<file path="src/rtl/pair_scan_ctrl.sv">
// pair_scan_ctrl: walking-one continuity sequencer for the BGA tester.
// Drives one-hot(idx) on drive_o, holds it for SETTLE cycles, then compares the
// synchronised sense vector against the driven pattern. Each failing pair is
// reported over a valid/ready record port. Back-pressure on that port stalls the scan.
//
// Ports:
//   clk, reset_n           clock, asynchronous active-low reset
//   start, continuous      begin a pass (ignored while busy); continuous latched with start
//   abort                  level; return to idle on the next edge from any state
//   drive_o / sense_i      output pin pattern (registered) / raw input pins
//   busy, done             not idle / one-cycle end-of-pass pulse
//   fail_valid/ready/idx/open/short   failure record handshake and fields
//   fail_cnt, sticky_fail  saturating failure count and sticky flag since last start
module pair_scan_ctrl #(
  parameter int unsigned N_PAIR = 86,
  parameter int unsigned IDX_W  = 7,
  parameter int unsigned SETTLE = 32
) (
  input  logic              clk,
  input  logic              reset_n,
  input  logic              start,
  input  logic              continuous,
  input  logic              abort,
  output logic [N_PAIR-1:0] drive_o,
  input  logic [N_PAIR-1:0] sense_i,
  output logic              busy,
  output logic              done,
  output logic              fail_valid,
  input  logic              fail_ready,
  output logic [IDX_W-1:0]  fail_idx,
  output logic              fail_open,
  output logic              fail_short,
  output logic [7:0]        fail_cnt,
  output logic              sticky_fail
);

  typedef enum logic [2:0] {StIdle, StDrive, StSample, StReport, StNext, StDone} state_e;

  localparam logic [N_PAIR-1:0] One        = N_PAIR'(1);
  localparam logic [7:0]        SettleLoad = 8'(SETTLE - 1);
  localparam logic [IDX_W-1:0]  LastIdx    = IDX_W'(N_PAIR - 1);

  state_e              state_q, state_d;
  logic [IDX_W-1:0]    idx_q, idx_d;
  logic [7:0]          settle_q, settle_d;
  logic                cont_q, cont_d;
  logic [N_PAIR-1:0]   drive_q, drive_d;
  logic [N_PAIR-1:0]   sync1_q, sense_s_q;
  logic                fv_q, fv_d;
  logic [IDX_W-1:0]    fidx_q, fidx_d;
  logic                fopen_q, fopen_d;
  logic                fshort_q, fshort_d;
  logic [7:0]          fcnt_q, fcnt_d;
  logic                sticky_q, sticky_d;

  logic [N_PAIR-1:0]   exp_pat;
  logic                pair_open, pair_short;

  assign exp_pat    = One << idx_q;
  assign pair_open  = ~|(sense_s_q & exp_pat);
  assign pair_short = |(sense_s_q & ~exp_pat);

  always_comb begin
    state_d  = state_q;
    idx_d    = idx_q;
    settle_d = settle_q;
    cont_d   = cont_q;
    fv_d     = fv_q;
    fidx_d   = fidx_q;
    fopen_d  = fopen_q;
    fshort_d = fshort_q;
    fcnt_d   = fcnt_q;
    sticky_d = sticky_q;

    if (abort) begin
      // Abort beats start and the record handshake; statistics are kept.
      state_d = StIdle;
      fv_d    = 1'b0;
    end else begin
      case (state_q)
        StIdle: begin
          if (start) begin
            idx_d    = '0;
            fcnt_d   = '0;
            sticky_d = 1'b0;
            cont_d   = continuous;
            settle_d = SettleLoad;
            state_d  = StDrive;
          end
        end
        StDrive: begin
          if (settle_q == 8'd0) begin
            state_d = StSample;
          end else begin
            settle_d = settle_q - 8'd1;
          end
        end
        StSample: begin
          if (pair_open || pair_short) begin
            fcnt_d   = (fcnt_q == 8'hFF) ? 8'hFF : fcnt_q + 8'd1;
            sticky_d = 1'b1;
            fidx_d   = idx_q;
            fopen_d  = pair_open;
            fshort_d = pair_short;
            fv_d     = 1'b1;
            state_d  = StReport;
          end else begin
            state_d = StNext;
          end
        end
        StReport: begin
          if (fail_ready) begin
            fv_d    = 1'b0;
            state_d = StNext;
          end
        end
        StNext: begin
          if (idx_q == LastIdx) begin
            state_d = StDone;
          end else begin
            idx_d    = idx_q + IDX_W'(1);
            settle_d = SettleLoad;
            state_d  = StDrive;
          end
        end
        StDone: begin
          if (cont_q) begin
            idx_d    = '0;
            settle_d = SettleLoad;
            state_d  = StDrive;
          end else begin
            state_d = StIdle;
          end
        end
        default: state_d = StIdle;
      endcase
    end
  end

  // Pattern follows the next state so drive_o is registered yet aligned with it.
  always_comb begin
    drive_d = '0;
    case (state_d)
      StDrive, StSample, StReport, StNext: drive_d = One << idx_d;
      default:                             drive_d = '0;
    endcase
  end

  always_ff @(posedge clk or negedge reset_n) begin
    if (!reset_n) begin
      state_q   <= StIdle;
      idx_q     <= '0;
      settle_q  <= '0;
      cont_q    <= 1'b0;
      drive_q   <= '0;
      sync1_q   <= '0;
      sense_s_q <= '0;
      fv_q      <= 1'b0;
      fidx_q    <= '0;
      fopen_q   <= 1'b0;
      fshort_q  <= 1'b0;
      fcnt_q    <= '0;
      sticky_q  <= 1'b0;
    end else begin
      state_q   <= state_d;
      idx_q     <= idx_d;
      settle_q  <= settle_d;
      cont_q    <= cont_d;
      drive_q   <= drive_d;
      sync1_q   <= sense_i;
      sense_s_q <= sync1_q;
      fv_q      <= fv_d;
      fidx_q    <= fidx_d;
      fopen_q   <= fopen_d;
      fshort_q  <= fshort_d;
      fcnt_q    <= fcnt_d;
      sticky_q  <= sticky_d;
    end
  end

  assign drive_o     = drive_q;
  assign busy        = (state_q != StIdle);
  assign done        = (state_q == StDone);
  assign fail_valid  = fv_q;
  assign fail_idx    = fidx_q;
  assign fail_open   = fopen_q;
  assign fail_short  = fshort_q;
  assign fail_cnt    = fcnt_q;
  assign sticky_fail = sticky_q;

endmodule
</file>
<file path="config.mk">
export PLATFORM = sky130hd
export DESIGN_NAME = pair_scan_ctrl
export DESIGN_NICKNAME = d
export VERILOG_FILES = /design/src/rtl/pair_scan_ctrl.sv
export SDC_FILE = /design/constraint.sdc
export NUM_CORES = 1
export LEC_CHECK = 0
export BUFFER_PORTS_ARGS = -buffer_cell sky130_fd_sc_hd__buf_2
export CAP_MARGIN = 20
export CORE_MARGIN = 2
export CORE_UTILIZATION = 25
export DETAILED_ROUTE_END_ITERATION = 12
export GPL_ROUTABILITY_DRIVEN = 0
export GPL_TIMING_DRIVEN = 1
export PLACE_DENSITY = 0.44
export RECOVER_POWER = 50
export SLEW_MARGIN = 20
export SYNTH_ARGS = -nofsm -noshare
export SYNTH_HDL_FRONTEND = slang
export SYNTH_SLANG_ARGS = --single-unit
</file>
<file path="constraint.sdc">
create_clock -name clk -period 3.92 [get_ports clk]
set_input_delay 0.392 -clock clk [delete_from_list [all_inputs] [get_ports clk]]
set_output_delay 0.392 -clock clk [all_outputs]
set_load 0.01 [all_outputs]
</file>
==> reports/qor.csv <==
metric,value,unit
status,finished with violations,
failed_checks,"max-capacitance violations, max-slew violations",
drt_drc_violations_left,0,
dp_area,13100,sq um
timing.critical_path.from_type,flip-flop,
period_utilization_post_route,0.9399,
yosysWarnings,0,
htree_num_levels,2,
design_area,15130,sq um
timing.reg2reg.worst_path_depth,12,
drv_cap,1,
final.fill_count,4484,
synth_simple_gate_area_share,0.1730,
globalRouteTotalUtil,0.1548,
syn_area_cell,11.73,sq um
grt_start_max_net_pins,109,
synth_top_family_by_area,simple AND/OR/NAND/NOR gates,
crit_path_capture_type,flip-flop,
ys_seq_area_frac,0.6591,
routed_length_per_placed_instance,19.14,um
critical_path_class,reg -> reg,
clock-sinks,296,
grt_first_pass_wirelength,54.91,mm
antenna_found_initial,0,
number_of_synthesized_flops_with_an_enable_pin,0,
synth_compound_gate_area_share,0.1021,
netlist.top_cell.by_area,dfrtp_1,
post-synth-top-count-cell,dfrtp_1,
coreArea,44320,sq um
finish.net_count,1373,
synthAdderAreaFrac,0.01002,
hold-worst-slack,62.75,ps
fp.dieArea,46660,sq um
post_synth_xor_area_fraction,0.006235,
synth.mux.area_fraction,0.01648,
insertion_delay_to_the_later_sink_of_the_worst_skew_pair,540,ps
ant_nets,0,
cts_root_buffer,clkbuf_16,
number_of_i_o_pins,199,
drtPass1Iterations,5,
placement_rows,77,
cts_buffers,35,
max_slew.worst_pin.slew,1815,ps
synth.top_cells.by_area,"dfrtp_1, nor2_1, nand2_1",
detailroute.via_count,8838,
timing.final.max_slew_violations,76,
fin_util,0.3415,
worst-endpoint-arrival,4130,ps
critical_path_required,4360,ps
chipHeight,216.0,um
synth_fp_nets,1059,
setup_viol,0,
insertedDiodeCount,0,
via_count_of_the_first_global_routing_pass,8764,
cts_buffer_depth,3,
max_clock_freq,0.2714,GHz
min_path_type,in -> reg,
buffer_ports.inserted,198,
grt_overflow_total,0,
final_layout_size_suffix_gt1_frac,0.2196,
maxSlewHeadroom,-0.2098,
synth_top_cells_by_count,"dfrtp_1, nor2_1, nand2_1",
minimum_clock_period_after_layout,3685,ps
path_clk_slew,60,ps
detailedRoute.firstIterationViolations,869,
timing.final.hold_violations,0,
detail_route.vias_per_cell,4.676,
yosysTopAreaCellShare,0.6591,
hold-path-cell-count,3,
tritoncts,yes,
power.density,457.6,nW/um^2
rsz_0062_raised_after_global_routing,no,
ir_worst_vdd,227.0,uV
wire_length_after_detailed_routing,36.17,mm
post_synth_num_cell_types,75,
netlist_instances,958,
static-leakage-power,6.783,nW
finClkSkew,20.08,ps
syn2layout_area_growth,34.66,%
netlist_area,11240,sq um
synth_seq_cells,296,
fin_tns_setup,0,ps
synthArstFlopShare,1.000,
crit_path_max_fanout,15,
floorplan.initialDensity,0.2536,
synth_flop_cell,dfrtp_1,
post-dp-hpwl,26.05,mm
chipWidth,216.0,um
==> path summary, 6_finish.rpt <==
| path | to | slack (ps) | from |
|---|---|---|---|
| worst max-delay path | fail_cnt[2] | 240 | idx_q[0] |
| worst min-delay path | cont_q | 60 | continuous |
| worst max register to register | fail_cnt[2] | 240 | idx_q[0] |
| worst min register to register | sense_s_q[23] | 350 | sync1_q[23] |
| max in group asynchronous | idx_q[2] | 920 | reset_n |
| min in group asynchronous | sync1_q[73] | 870 | reset_n |
==> power by group <==
part | internal (mW) | leakage (nW) | switching [mW]
Clock | 2.14 | 0.608 | 1.29
Combinational | 0.124 | 2.47 | 0.140
Sequential | 3.15 | 3.71 | 0.0746
==> cells by family (layout without fill, tap and decap cells) <==
family,after synthesis,after routing
AOI/OAI and AO/OA,167,167
xor gates and xnor gates,8,8
adders and majority gates,9,9
buffers and inverters,78,418
DFF,296,296
muxes,16,16
and+or+nand+nor,384,384
==> placed cells by master, fill, tap and decap left out, types with 6 or more instances in the layout <==
cell type      count
a21oi_1           21
a22oi_1           13
a31oi_1           11
a32oi_1            6
and3_1             7
buf_2            156
buf_4             38
clkbuf_1          46
clkbuf_16         36
clkbuf_8           6
dfrtp_1          295
dlygate4sd3_1     87
ha_1               9
inv_1             27
mux2i_1            8
nand2_1           69
nand2b_1          13
nand3_1           31
nand4_1           21
nor2_1           139
nor2b_1           17
nor3_1            15
nor3b_1            6
nor4_1             9
o21ai_0           45
o22ai_1           10
o31ai_1            8
o32ai_1            7
or2_2              6
or3_1              6
xnor2_1            6
==> timing repair <==
| item | in CTS | in global routing |
|---|---|---|
| gates resized for setup | 0 | 2 |
| setup buffers | 0 | 0 |
| setup endpoints to repair | 0 | 5 |
| hold buffers | 87 | 0 |
| endpoints found under the hold margin | 159 | 0 |
==> cell type report <==
class	instances	area [sq um]	share of cell area
clock buffer	47	1002	0.06623
inverter	27	101.3	0.006697
tap	592	740.7	0.04895
clock inverter	16	234.0	0.01546
multi-input combinational	584	3463	0.2289
sequential	296	7408	0.4895
timing repair buffer	328	2183	0.1443
==> critical path: stages (launching register included) <==
cell and delay [ps]:
dfrtp_1 450, inv_1 120, ha_1 190, or4b_2 700, o21ai_0 300, nand4_1 140
or4_1 540, nor4_2 140, and4_1 350, a21oi_4 90, buf_12 170, and3_1 170
a211oi_2 210
==> sequential cells by signal, summed over array words and instances, names as in the netlist <==
register,cells
cont_q,1
drive_o,86
fail_cnt,8
fail_idx,7
fail_open,1
fail_short,1
fail_valid,1
idx_q,7
sense_s_q,86
settle_q,8
state_q,3
sticky_fail,1
sync1_q,86
==> metal layers <==
metal	track usage	share of wire
met2	0.2436	0.47
met3	0.03608	0.067
met5	0	0
met4	0.05388	0.030
met1	0.2092	0.44
==> per-stage QoR <==
step	cells	setup WS, ps	power, mW
floorplan	958	598.4	3.308
global placement	1740	292.0	3.491
detailed placement	1740	214.5	3.490
CTS	1890	174.8	7.045
global route	1890	82.87	7.215
finish	1890	235.4	6.925
No activity file was read; power rests on OpenSTA's default activity.
